<file path="config.mk">
export PLATFORM = sky130hd
export DESIGN_NAME = signed_accum
export DESIGN_NICKNAME = d
export VERILOG_FILES = /design/src/rtl/signed_accum.sv
export SDC_FILE = /design/constraint.sdc
export NUM_CORES = 1
export LEC_CHECK = 0
export BUFFER_PORTS_ARGS = -buffer_cell sky130_fd_sc_hd__buf_2
export CAP_MARGIN = 30
export CORE_UTILIZATION = 45
export DETAILED_ROUTE_END_ITERATION = 7
export GPL_ROUTABILITY_DRIVEN = 1
export PLACE_DENSITY = 0.66
export SETUP_SLACK_MARGIN = 0.05
export SKIP_CTS_REPAIR_TIMING = 1
export SYNTH_ARGS = -nofsm -noshare
export SYNTH_HDL_FRONTEND = slang
export SYNTH_SLANG_ARGS = --single-unit
</file>
<file path="constraint.sdc">
create_clock -name clk -period 3.2 [get_ports clk]
set_input_delay 0.32 -clock clk [delete_from_list [all_inputs] [get_ports clk]]
set_output_delay 0.32 -clock clk [all_outputs]
set_load 0.02 [all_outputs]
</file>
<file path="src/rtl/signed_accum.sv">
// Block accumulator: sums LEN signed samples into an ACC_W-bit result with a sticky overflow flag.
// Optional saturation on step overflow is enabled by defining SIGNED_ACCUM_SAT_EN (default: wrap).
module signed_accum #(
    parameter int IN_W  = 8,
    parameter int ACC_W = 10,
    parameter int LEN   = 8,
    parameter int CNT_W = 4
) (
    input  logic             clk,
    input  logic             rst,
    input  logic             in_valid,
    output logic             in_ready,
    input  logic [IN_W-1:0]  in_data,
    output logic             out_valid,
    input  logic             out_ready,
    output logic [ACC_W-1:0] out_data,
    output logic             out_ovf,
    output logic [CNT_W-1:0] count
);

    typedef enum logic {
        ACCUM = 1'b0,
        HOLD  = 1'b1
    } state_t;

    localparam logic [CNT_W-1:0] LAST_C = CNT_W'(LEN - 1);

`ifdef SIGNED_ACCUM_SAT_EN
    localparam logic [ACC_W-1:0] SAT_MAX = {1'b0, {(ACC_W-1){1'b1}}};
    localparam logic [ACC_W-1:0] SAT_MIN = {1'b1, {(ACC_W-1){1'b0}}};
`endif

    state_t             state_q, state_d;
    logic [ACC_W-1:0]   acc_q, acc_d;
    logic [CNT_W-1:0]   count_q, count_d;
    logic               ovf_q, ovf_d;
    logic [ACC_W-1:0]   out_data_q, out_data_d;
    logic               out_ovf_q, out_ovf_d;

    logic signed [ACC_W:0] acc_ext;
    logic signed [ACC_W:0] in_ext;
    logic signed [ACC_W:0] sum;
    logic                  step_ovf;
    logic [ACC_W-1:0]      step_res;

    // One guard bit makes the sum exact; disagreeing top bits mean the ACC_W result overflowed.
    always_comb begin
        acc_ext  = (ACC_W+1)'(signed'(acc_q));
        in_ext   = (ACC_W+1)'(signed'(in_data));
        sum      = acc_ext + in_ext;
        step_ovf = sum[ACC_W] ^ sum[ACC_W-1];
`ifdef SIGNED_ACCUM_SAT_EN
        if (step_ovf) begin
            step_res = sum[ACC_W] ? SAT_MIN : SAT_MAX;
        end else begin
            step_res = sum[ACC_W-1:0];
        end
`else
        step_res = sum[ACC_W-1:0];
`endif
    end

    always_comb begin
        state_d    = state_q;
        acc_d      = acc_q;
        count_d    = count_q;
        ovf_d      = ovf_q;
        out_data_d = out_data_q;
        out_ovf_d  = out_ovf_q;
        in_ready   = (state_q == ACCUM);
        out_valid  = (state_q == HOLD);

        case (state_q)
            ACCUM: begin
                if (in_valid) begin
                    if (count_q == LAST_C) begin
                        out_data_d = step_res;
                        out_ovf_d  = ovf_q | step_ovf;
                        acc_d      = '0;
                        count_d    = '0;
                        ovf_d      = 1'b0;
                        state_d    = HOLD;
                    end else begin
                        acc_d   = step_res;
                        count_d = count_q + CNT_W'(1);
                        ovf_d   = ovf_q | step_ovf;
                    end
                end
            end
            HOLD: begin
                if (out_ready) begin
                    state_d = ACCUM;
                end
            end
        endcase
    end

    always_ff @(posedge clk or posedge rst) begin
        if (rst) begin
            state_q    <= ACCUM;
            acc_q      <= '0;
            count_q    <= '0;
            ovf_q      <= 1'b0;
            out_data_q <= '0;
            out_ovf_q  <= 1'b0;
        end else begin
            state_q    <= state_d;
            acc_q      <= acc_d;
            count_q    <= count_d;
            ovf_q      <= ovf_d;
            out_data_q <= out_data_d;
            out_ovf_q  <= out_ovf_d;
        end
    end

    assign out_data = out_data_q;
    assign out_ovf  = out_ovf_q;
    assign count    = count_q;

endmodule

</file>
**Yosys cells after proc, flatten, opt, wreduce, memory -nomap -nowiden**

Index checks and enable logic that the tools add are counted.

- $add $sub $neg: 2
- Equal/unequal tests: 1
- Mux-type cells: 7
- Bitwise logic cells: 3
- Reduce and logical (&&, ||, !) cells: 2

Operators by type and width:

| kind | number |
|---|---|
| adder 10 x 8 -> 11 bit | 1 |
| two-way mux 10 bit | 1 |
| adder 4 x 1 -> 4 bit (second input constant) | 1 |
| equality test 4 x 3 -> 1 bit (second input constant) | 1 |
| two-way mux 1 bit | 4 |
| two-way mux 4 bit | 1 |
| AND reduction 3 bit | 1 |
| one-hot mux 1 bit (2 select lines) | 1 |
| AND reduction 2 bit | 1 |
| NOT 1 bit | 1 |
| bitwise OR 1 bit | 1 |
| bitwise XOR 1 bit | 1 |

- Flip-flop bits (word level): 27
- Output and inout bits: 17
- Word-level logic and storage cells: 21

**Logic depth before layout (Yosys ltp)**

- Depth after elaboration: 4
- Depth in mapped cells: 8
- Mapped depth without buffers: 8

**Worst setup path before layout**

Ideal clock, no wire load.

- Kind: flip-flop to flip-flop
- Start: reg acc_q[0]
- End: reg ovf_q
- Arrival: 1.951 ns
- Data required time: 3.075 ns
- Slack: 1.124 ns
- Cell stages (with the launch flop): 9
- Period minus slack after synthesis: 2.076 ns
- Cell sequence: dfrtp_1 -> ha_1 -> fa_1 -> a21o_1 -> a221oi_2 -> o21ai_1 -> a31oi_1 -> xnor2_1 -> o21ai_1

- Word-level cells in the longest chain between the ends: 4

RTL lines:

| what | RTL line | source |
|---|---|---|
| start, declared | 34 | `logic [ACC_W-1:0] acc_q, acc_d;` |
| start signal, assigned | 101 | `acc_q <= '0;` |
| start signal, assigned | 108 | `acc_q <= acc_d;` |
| adder 10 x 8 -> 11 bit | 50 | `sum = acc_ext + in_ext;` |
| bitwise XOR 1 bit | 51 | `step_ovf = sum[ACC_W] ^ sum[ACC_W-1];` |
| bitwise OR 1 bit | 86 | `ovf_d = ovf_q \| step_ovf;` |
| two-way mux 1 bit | 76 | `if (count_q == LAST_C) begin` |
| end signal, assigned | 110 | `ovf_q <= ovf_d;` |
| end, declared | 36 | `logic ovf_q, ovf_d;` |

Every way passes these cells.
A chain may end at the register's enable or synchronous reset.

**Final worst setup path**

Same ends and word-level chain as after synthesis.

==> impl_metrics.yaml <==
critical_path:
  r2r_cells: 8
  crit_slowest_cell: "dfrtp_1"
  crit_end: "ovf_q"
  r2r-end: "ovf_q"
  critPathMostFrequentCell: "o21ai_1"
  worstSetupStartpoint: "acc_q[0]"
  critical_path_arrival_ns: 2.44
  cp_top_family: "compound AO/OA/AOI/OAI gates"
  critical_path.max_fanout: 2
  reg2reg_slack_ns: 0.98
  start_kind: "flip-flop"
  path_buf_inv: 0
  cp.depth: 8
  cp-end-kind: "flip-flop"
  rr_startpoint: "acc_q[0]"
  criticalPathCategory: "reg2reg"
  crit_chain: "ha_1, fa_1, a21o_1, a221oi_2, o21ai_1, a31oi_1, xnor2_1, o21ai_1"
  max_stage_delay_ns: 0.41
  worstPathRequired_ns: 3.42
timing:
  worst_pin_slew_ns: 0.586
  setup_viol: 0
  max_freq_mhz: 450
  hold_violations: 10
  worst_slack_ns: 0.977
  min_period_ns: 2.22
  hold_ws_ns: -0.00196
  slew_violations: 0
  post-route-period-util_pct: 69.5
  tns_ns: 0
  max-slew-margin-rel_pct: 60.8
  fin_skew_ns: 0.00337
  rsz0062_at_grt: "no"
die:
  io_pins: 29
  rows: 20
  die_h_um: 58.2
  die_area_um2: 3390
  die_w_um: 58.2
  initial_utilization_pct: 47.0
  core_area_um2: 3030
pwr:
  irDropWorstVdd_mv: 0.571
  power.static_leakage_nw: 0.837
  power_density_nw_per_um2: 1020
yosys:
  synthDistinctLibCells: 29
  ys_warn_count: 0
  yosysSeqAreaShare_pct: 47.5
  synth_seq_cells: 27
  syn-cell-area_um2: 1420
  synth.avg_cell_area_um2: 10.1
  syn_nets: 165
  synth_cells: 141
clocking:
  clkTransAtPathRegs_ns: 0.14
  ctsHtreeMaxLevel: 1
  cts_sinks: 27
  cts_buffers: 3
  cts_root_buf: "clkbuf_4"
  clockBufferDepth: 2
  cts_tree: "yes"
  clock_latency_ns: 0.32
placement:
  place_inst: 211
  gp_congestion: 0.919
  place_ws_ns: 0.913
  hpwl_um: 2190
  io_buffers: 28
route:
  vias: 1121
  avgViaCountPerCell: 5.21
  wl_met3_um: 102
  wl_met2_um: 1340
  m1WireLength_um: 1320
  wl_per_cell_um: 12.9
  top_layer: "met4"
  drtPass1Iterations: 4
  ant_nets: 0
  drc: 0
  drt_iter0_markers: 39
  wl_um: 2780
finish:
  n_antenna_cell: 0
  syn_to_final_growth_pct: 17.0
  drive_gt1_share_pct: 23.4
  finalNonFillerCells: 215
  final_nets: 196
global_route:
  grt_max_degree: 18
  track_usage_pct: 19.1
  grt_pass1_wl_um: 4860
  gr-total-overflow: 0
  antenna_found_initial: 0
  grt_pass1_vias: 1084
run_status:
  failed_checks: "negative hold slack"
  status: "finished with violations"
min_path:
  hp-class: "in2async"
job:
  max-cap-violations: 0
[how the worst min path moves through the flow]
stage                 from     endpoint  slack [ns]
5_1_grt                rst  out_data[1]        0.01
6_report               rst  out_data[1]      -0.002
2_1_floorplan          rst     acc_q[0]        0.37
3_3_place_gp   out_data[0]  out_data[0]        0.46
3_5_place_dp           rst  out_data[1]        0.37
4_1_cts                rst  out_data[1]      -0.004
[kinds of logic (layout without fill, tap and decap cells)]
logic type               after synthesis  count (layout)  share of synthesized area (%)
AND/OR/NAND/NOR                       50              50                           14.5
AO/OA/AOI/OAI                         35              35                           17.9
flip-flops                            27              27                           47.5
adder cells (fa/ha/maj)               12              12                           11.1
XOR/XNOR                               9               9                           5.54
buffers and inverters                  6              36                           1.58
multiplexers                           2               2                           1.85
[report_power, final]
group | switching, mW | internal [mW]
Clock | 0.0951 | 0.0488
Combinational | 0.544 | 0.400
Sequential | 0.107 | 0.505
Total | 0.746 | 0.954
[synthesized netlist by cell type, drive strengths merged]
| library cell | count | area share (%) |
|---|---|---|
| a22o | 4 | 2.5 |
| clkbuf | 4 | 1.1 |
| xor2 | 3 | 1.8 |
| nor3 | 3 | 1.1 |
| or3 | 1 | 0.44 |
| nand2 | 35 | 9.2 |
| mux2 | 2 | 1.8 |
| and3 | 1 | 0.53 |
| o21a | 1 | 1.1 |
| nor2b | 2 | 0.88 |
| inv | 2 | 0.53 |
| ha | 11 | 9.7 |
| a21o | 4 | 2.1 |
| o21ai | 14 | 4.9 |
| dfrtp | 27 | 47 |
| a21oi | 6 | 2.1 |
| nor2 | 6 | 1.6 |
| a31o | 1 | 0.62 |
| nand4 | 1 | 0.44 |
| nand3 | 1 | 0.35 |
| o31ai | 1 | 0.53 |
| xnor2 | 6 | 3.7 |
| a221oi | 1 | 1.1 |
| a31oi | 1 | 0.44 |
| a41oi | 1 | 1.9 |
| fa | 1 | 1.4 |
| a21bo | 1 | 0.70 |
[worst register-to-register path, cell delays in order, from the launching register on]
cell	delay, ns
dfrtp_1	0.41
ha_1	0.21
fa_1	0.41
a21o_1	0.22
a221oi_2	0.29
o21ai_1	0.14
a31oi_1	0.21
xnor2_1	0.16
o21ai_1	0.09
[routing by layer]
layer  vias up  GRT usage [%]
li1        551              -
met1       541           24.6
met2        27           32.7
met3         2           4.69
met4         0           4.08
met5         -              0
[layout make-up]
cell class	count	area, um^2
fill	289	1360
tap	44	55.1
timing repair buffer	30	175
inverter	2	7.51
clock buffer	4	26.3
sequential	27	676
multi-input combinational	108	724
[registers in the layout, indices dropped and copies added, names as in the netlist]
register,count
acc_q,10
out_data,10
count,4
out_ovf,1
out_valid,1
ovf_q,1
[layout by cell type, fill, tap and decap left out, types with 2 or more instances in the layout]
cell type	n
xor2_1	3
ha_1	11
xnor2_1	6
a21o_1	4
a22o_1	4
nand2_1	35
clkbuf_4	3
a21oi_1	6
nor3_1	3
nor2_1	6
dfrtp_1	27
nor2b_1	2
o21ai_1	2
buf_2	28
inv_1	2
o21ai_0	12
[stage by stage]
| step | area [um^2] | util [%] | total power, mW |
|---|---|---|---|
| 2_1_floorplan | 1420 | - | 1.32 |
| 3_3_place_gp | 1610 | 53.2 | 1.53 |
| 3_5_place_dp | 1640 | 54.1 | 1.57 |
| 4_1_cts | 1660 | 55.0 | 1.72 |
| 5_1_grt | 1660 | 55.0 | 1.86 |
| 6_report | 1660 | 55.0 | 1.70 |
Note: power is estimated with default switching activity, not from simulation.
